--- config.mk ---
export PLATFORM = sky130hd
export DESIGN_NAME = mux8_rr_arbiter
export DESIGN_NICKNAME = d
export VERILOG_FILES = /design/src/rtl/mux8_rr_arbiter.sv
export SDC_FILE = /design/constraint.sdc
export NUM_CORES = 1
export LEC_CHECK = 0
export ABC_AREA = 1
export ABC_CLOCK_PERIOD_IN_PS = 5600
export BUFFER_PORTS_ARGS = -buffer_cell sky130_fd_sc_hd__buf_2
export CAP_MARGIN = 25
export CORE_ASPECT_RATIO = 1.4
export CORE_MARGIN = 2
export CORE_UTILIZATION = 35
export CTS_CLUSTER_DIAMETER = 120
export DETAILED_ROUTE_END_ITERATION = 10
export GPL_TIMING_DRIVEN = 0
export PLACE_DENSITY_LB_ADDON = 0.1
export SLEW_MARGIN = 10
export SYNTH_ARGS = -nofsm -noshare
export SYNTH_HDL_FRONTEND = slang
export SYNTH_SLANG_ARGS = --single-unit
--- constraint.sdc ---
create_clock -name clk -period 5.6 [get_ports clk]
set_clock_uncertainty 0.15 [all_clocks]
set_input_delay 0.28 -clock clk [delete_from_list [all_inputs] [get_ports clk]]
set_output_delay 0.28 -clock clk [all_outputs]
set_load 0.02 [all_outputs]
--- src/rtl/mux8_rr_arbiter.sv ---
// Round-robin arbiter that owns the select of a shared 8-way mux.
// Grants are one-hot and registered, and each owner's tenure is capped at BURST_LEN cycles while others wait.
module mux8_rr_arbiter #(
  parameter int unsigned BURST_LEN = 4,
  parameter int unsigned CNT_W     = 4
) (
  input  logic       clk,
  input  logic       reset,
  input  logic [7:0] req,
  output logic [7:0] gnt,
  output logic [2:0] sel,
  output logic       busy
);

  typedef enum logic [0:0] {
    IDLE  = 1'b0,
    GRANT = 1'b1
  } state_t;

  localparam logic [CNT_W-1:0] CNT_LAST = CNT_W'(BURST_LEN - 1);

  state_t           state_r;
  logic [7:0]       gnt_r;
  logic [2:0]       sel_r;
  logic             busy_r;
  logic [CNT_W-1:0] cnt_r;
  logic [2:0]       last_r;

  logic [7:0]       own_mask_s;
  logic             own_req_s;
  logic             others_s;
  logic [2:0]       win_s;
  logic [7:0]       win_gnt_s;

  // First set bit of cand scanning last+1, last+2, ... with wrap; the owner itself is checked last,
  // so other pending requesters always win over the current owner.
  function automatic logic [2:0] rr_pick(input logic [7:0] cand, input logic [2:0] last);
    logic [2:0] pick;
    logic       found;
    logic [2:0] idx;
    pick  = last;
    found = 1'b0;
    for (int k = 1; k <= 8; k++) begin
      idx   = last + 3'(k);
      pick  = (!found && cand[idx]) ? idx : pick;
      found = found | cand[idx];
    end
    return pick;
  endfunction

  // Arbitration decode: owner status and next winner from the sampled request vector.
  always_comb begin
    own_mask_s = 8'd1 << last_r;
    own_req_s  = req[last_r];
    others_s   = ((req & ~own_mask_s) != 8'd0);
    win_s      = rr_pick(req, last_r);
    win_gnt_s  = 8'd1 << win_s;
  end

  // Grant FSM with registered outputs; reset clears everything asynchronously.
  always_ff @(posedge clk or posedge reset) begin
    if (reset) begin
      state_r <= IDLE;
      gnt_r   <= 8'd0;
      sel_r   <= 3'd0;
      busy_r  <= 1'b0;
      cnt_r   <= '0;
      last_r  <= 3'd7;
    end else begin
      case (state_r)
        IDLE: begin
          if (req != 8'd0) begin
            state_r <= GRANT;
            gnt_r   <= win_gnt_s;
            sel_r   <= win_s;
            busy_r  <= 1'b1;
            cnt_r   <= '0;
            last_r  <= win_s;
          end else begin
            gnt_r  <= 8'd0;
            busy_r <= 1'b0;
          end
        end
        GRANT: begin
          // An owner drop takes precedence over burst expiry; both re-arbitrate from owner+1.
          if (!own_req_s) begin
            if (others_s) begin
              gnt_r  <= win_gnt_s;
              sel_r  <= win_s;
              busy_r <= 1'b1;
              cnt_r  <= '0;
              last_r <= win_s;
            end else begin
              state_r <= IDLE;
              gnt_r   <= 8'd0;
              busy_r  <= 1'b0;
              cnt_r   <= '0;
            end
          end else if (cnt_r == CNT_LAST) begin
            if (others_s) begin
              gnt_r  <= win_gnt_s;
              sel_r  <= win_s;
              busy_r <= 1'b1;
              last_r <= win_s;
            end else begin
              busy_r <= 1'b1;
            end
            cnt_r <= '0;
          end else begin
            cnt_r <= cnt_r + CNT_W'(1);
          end
        end
        default: begin
          state_r <= IDLE;
          gnt_r   <= 8'd0;
          busy_r  <= 1'b0;
          cnt_r   <= '0;
        end
      endcase
    end
  end

  assign gnt  = gnt_r;
  assign sel  = sel_r;
  assign busy = busy_r;

endmodule

==> results.py <==
metrics = {
    "clock_network": {
        "clk_pin_slew_ns": 0.07,
        "root_buffer": "clkbuf_8",
        "cts_sinks": 20,
        "cts_buffers": 3,
        "clk_latency_ns": 0.25,
        "cts_setup_buffers": 0,
        "tritoncts": "done",
        "cts_buffer_depth": 2,
        "ctsHoldBuffers": 0,
        "cts_resized": 0,
        "cts.htree.levels": 1,
    },
    "routing": {
        "vias": 1705,
        "drc": 0,
        "vias_per_cell": 4.74,
        "wl_um": 4070,
        "postRouteAntennaNets": 0,
        "drt_iter0_drc": 79,
        "firstDrtPassIters": 4,
        "wl_per_cell_um": 11.3,
    },
    "sta": {
        "setup_viol": 0,
        "relSlewSlack": 0.507,
        "max_slew.worst_pin.slew_ns": 0.739,
        "rsz0062_at_grt": "no",
        "worst_slack_ns": 2.64,
        "period_needed_ns": 2.96,
        "report.final.hold_viol_count": 17,
        "finalSetupTns_ns": 0,
        "fmax_ghz": 0.338,
        "worst_hold_slack_ns": -0.00837,
        "drv_slew": 0,
        "fin_crit_sh": 0.528,
    },
    "flow_run": {
        "drv_cap": 0,
    },
    "global_route": {
        "grt_max_degree": 21,
        "grt_overflow": 0,
        "grt.total_usage": 0.158,
        "grt_pass1_vias": 1616,
        "antenna_found_initial": 0,
        "grt_pass1_wl_um": 7120,
    },
    "critical_path": {
        "crit_start": "last_r[1]",
        "required_ns": 5.65,
        "start_kind": "register",
        "rr_startpoint": "last_r[1]",
        "crit_fanout": 9,
        "crit_type": "reg -> reg",
        "cp-end-kind": "register",
        "crit_arrival_ns": 3.01,
    },
    "yosys": {
        "ys_types": 31,
        "netlist_instances": 271,
        "ys_ff_latch": 20,
        "ys_seq_area_frac": 0.282,
        "yosysWarningCount": 0,
        "mappedNetlistArea_um2": 1790,
        "syn-num-nets": 289,
        "avgSynthCellArea_um2": 6.59,
    },
    "placement": {
        "gp_congestion": 0.824,
        "dp_worst_setup_slack_ns": 2.61,
        "hpwl_um": 3380,
        "io_buffer_count": 21,
        "dp.cells": 356,
    },
    "hold_path": {
        "hold_class": "in -> async",
    },
    "run_status": {
        "violations": "negative hold slack",
        "status": "complete, but fails checks",
    },
    "layout": {
        "fin_nets": 315,
        "final_common_cell": "nand2_1",
        "area_growth_pct": 12.9,
        "drive_above_1_share": 0.226,
        "fin_cells": 360,
        "diodes": 0,
        "final_cell_mix": "96 x nand2_1, 38 x nand3_1, 30 x inv_1",
        "fillers": 552,
    },
    "die": {
        "die-width_um": 64.4,
        "core-area_um2": 4880,
        "dieArea_um2": 5700,
        "placementRows": 30,
        "fp.dieH_um": 88.5,
        "io_pins": 22,
        "start_util": 0.366,
    },
}
-- critical path, cell delays in order (launching register included) --
cell and delay (ns):
dfstp_2 0.55, buf_4 0.18, inv_2 0.11, ha_1 0.41, inv_2 0.16, nand3_1 0.09
nand2_1 0.13, nand2_1 0.08, nand2_2 0.14, nand3_2 0.11, nor2_4 0.13, nand4_2 0.12
nand3_1 0.12, nand2_1 0.10, a21oi_1 0.18, nand2_1 0.07, nand2_1 0.06
-- kinds of logic after synthesis --
group / after synthesis / synth area share
buffers and inverters: 44 / 0.102
and+or+nand+nor: 171 / 0.462
AOI/OAI and AO/OA: 23 / 0.0736
adders and majority gates: 8 / 0.0561
DFF: 20 / 0.282
xor gates and xnor gates: 5 / 0.0245
-- final cells by class --
cell class	instances	area (um^2)	share of cell area
timing repair buffer	21	105	0.0521
tap	64	80.1	0.0397
inverter	40	150	0.0745
buffer	4	31.3	0.0155
clock buffer	4	45.0	0.0223
multi-input combinational	207	1100	0.546
sequential	20	504	0.250
-- cell usage after synthesis (all sizes together) --
cell type / instances / share of area
o32ai: 1 / 0.0049
o22ai: 2 / 0.0070
buf: 4 / 0.018
dfrtp: 17 / 0.24
nand4: 6 / 0.033
nand2: 105 / 0.24
a21oi: 5 / 0.016
nand3: 41 / 0.12
nor2: 15 / 0.055
xnor2: 3 / 0.015
o21ai: 14 / 0.039
inv: 40 / 0.084
ha: 8 / 0.056
xor2: 2 / 0.0098
nor4: 2 / 0.0070
or2: 2 / 0.0070
o21bai: 1 / 0.0063
dfstp: 3 / 0.044
-- per-stage QoR --
step	cell area (um^2)	hold WS, ns	utilization
after global placement	1970	0.295	0.404
after floorplan	1790	0.0916	-
after global routing	2020	0.0582	0.413
final	2020	-0.00837	0.413
after CTS	2020	0.0126	0.413
after detailed placement	1970	0.296	0.404
-- flip-flops by register name (all words and copies together), names as in the netlist --
name     flops
last_r       3
state_r      1
busy         1
cnt_r        4
gnt          8
sel          3
-- routing by layer --
metal | track usage | routed length [um]
met1 | 0.187 | 1870
met2 | 0.299 | 2070
met3 | 0.0102 | 81
met4 | 0.0561 | 43
met5 | 0 | 0
-- final timing paths --
path | end | slack (ns) | cells after the start
setup / recovery | gnt[2] | 2.64 | 16
hold / removal | sel[1] | -0.008 | 2
setup reg to reg | gnt[2] | 2.64 | 16
hold reg to reg | gnt[5] | 0.33 | 2
max in group asynchronous | cnt_r[3] | 4.84 | 2
min in group clk | cnt_r[1] | 0.26 | 4
Power is not shown: default switching activity piles up to over one toggle a cycle in this logic, so the estimate is an artifact.
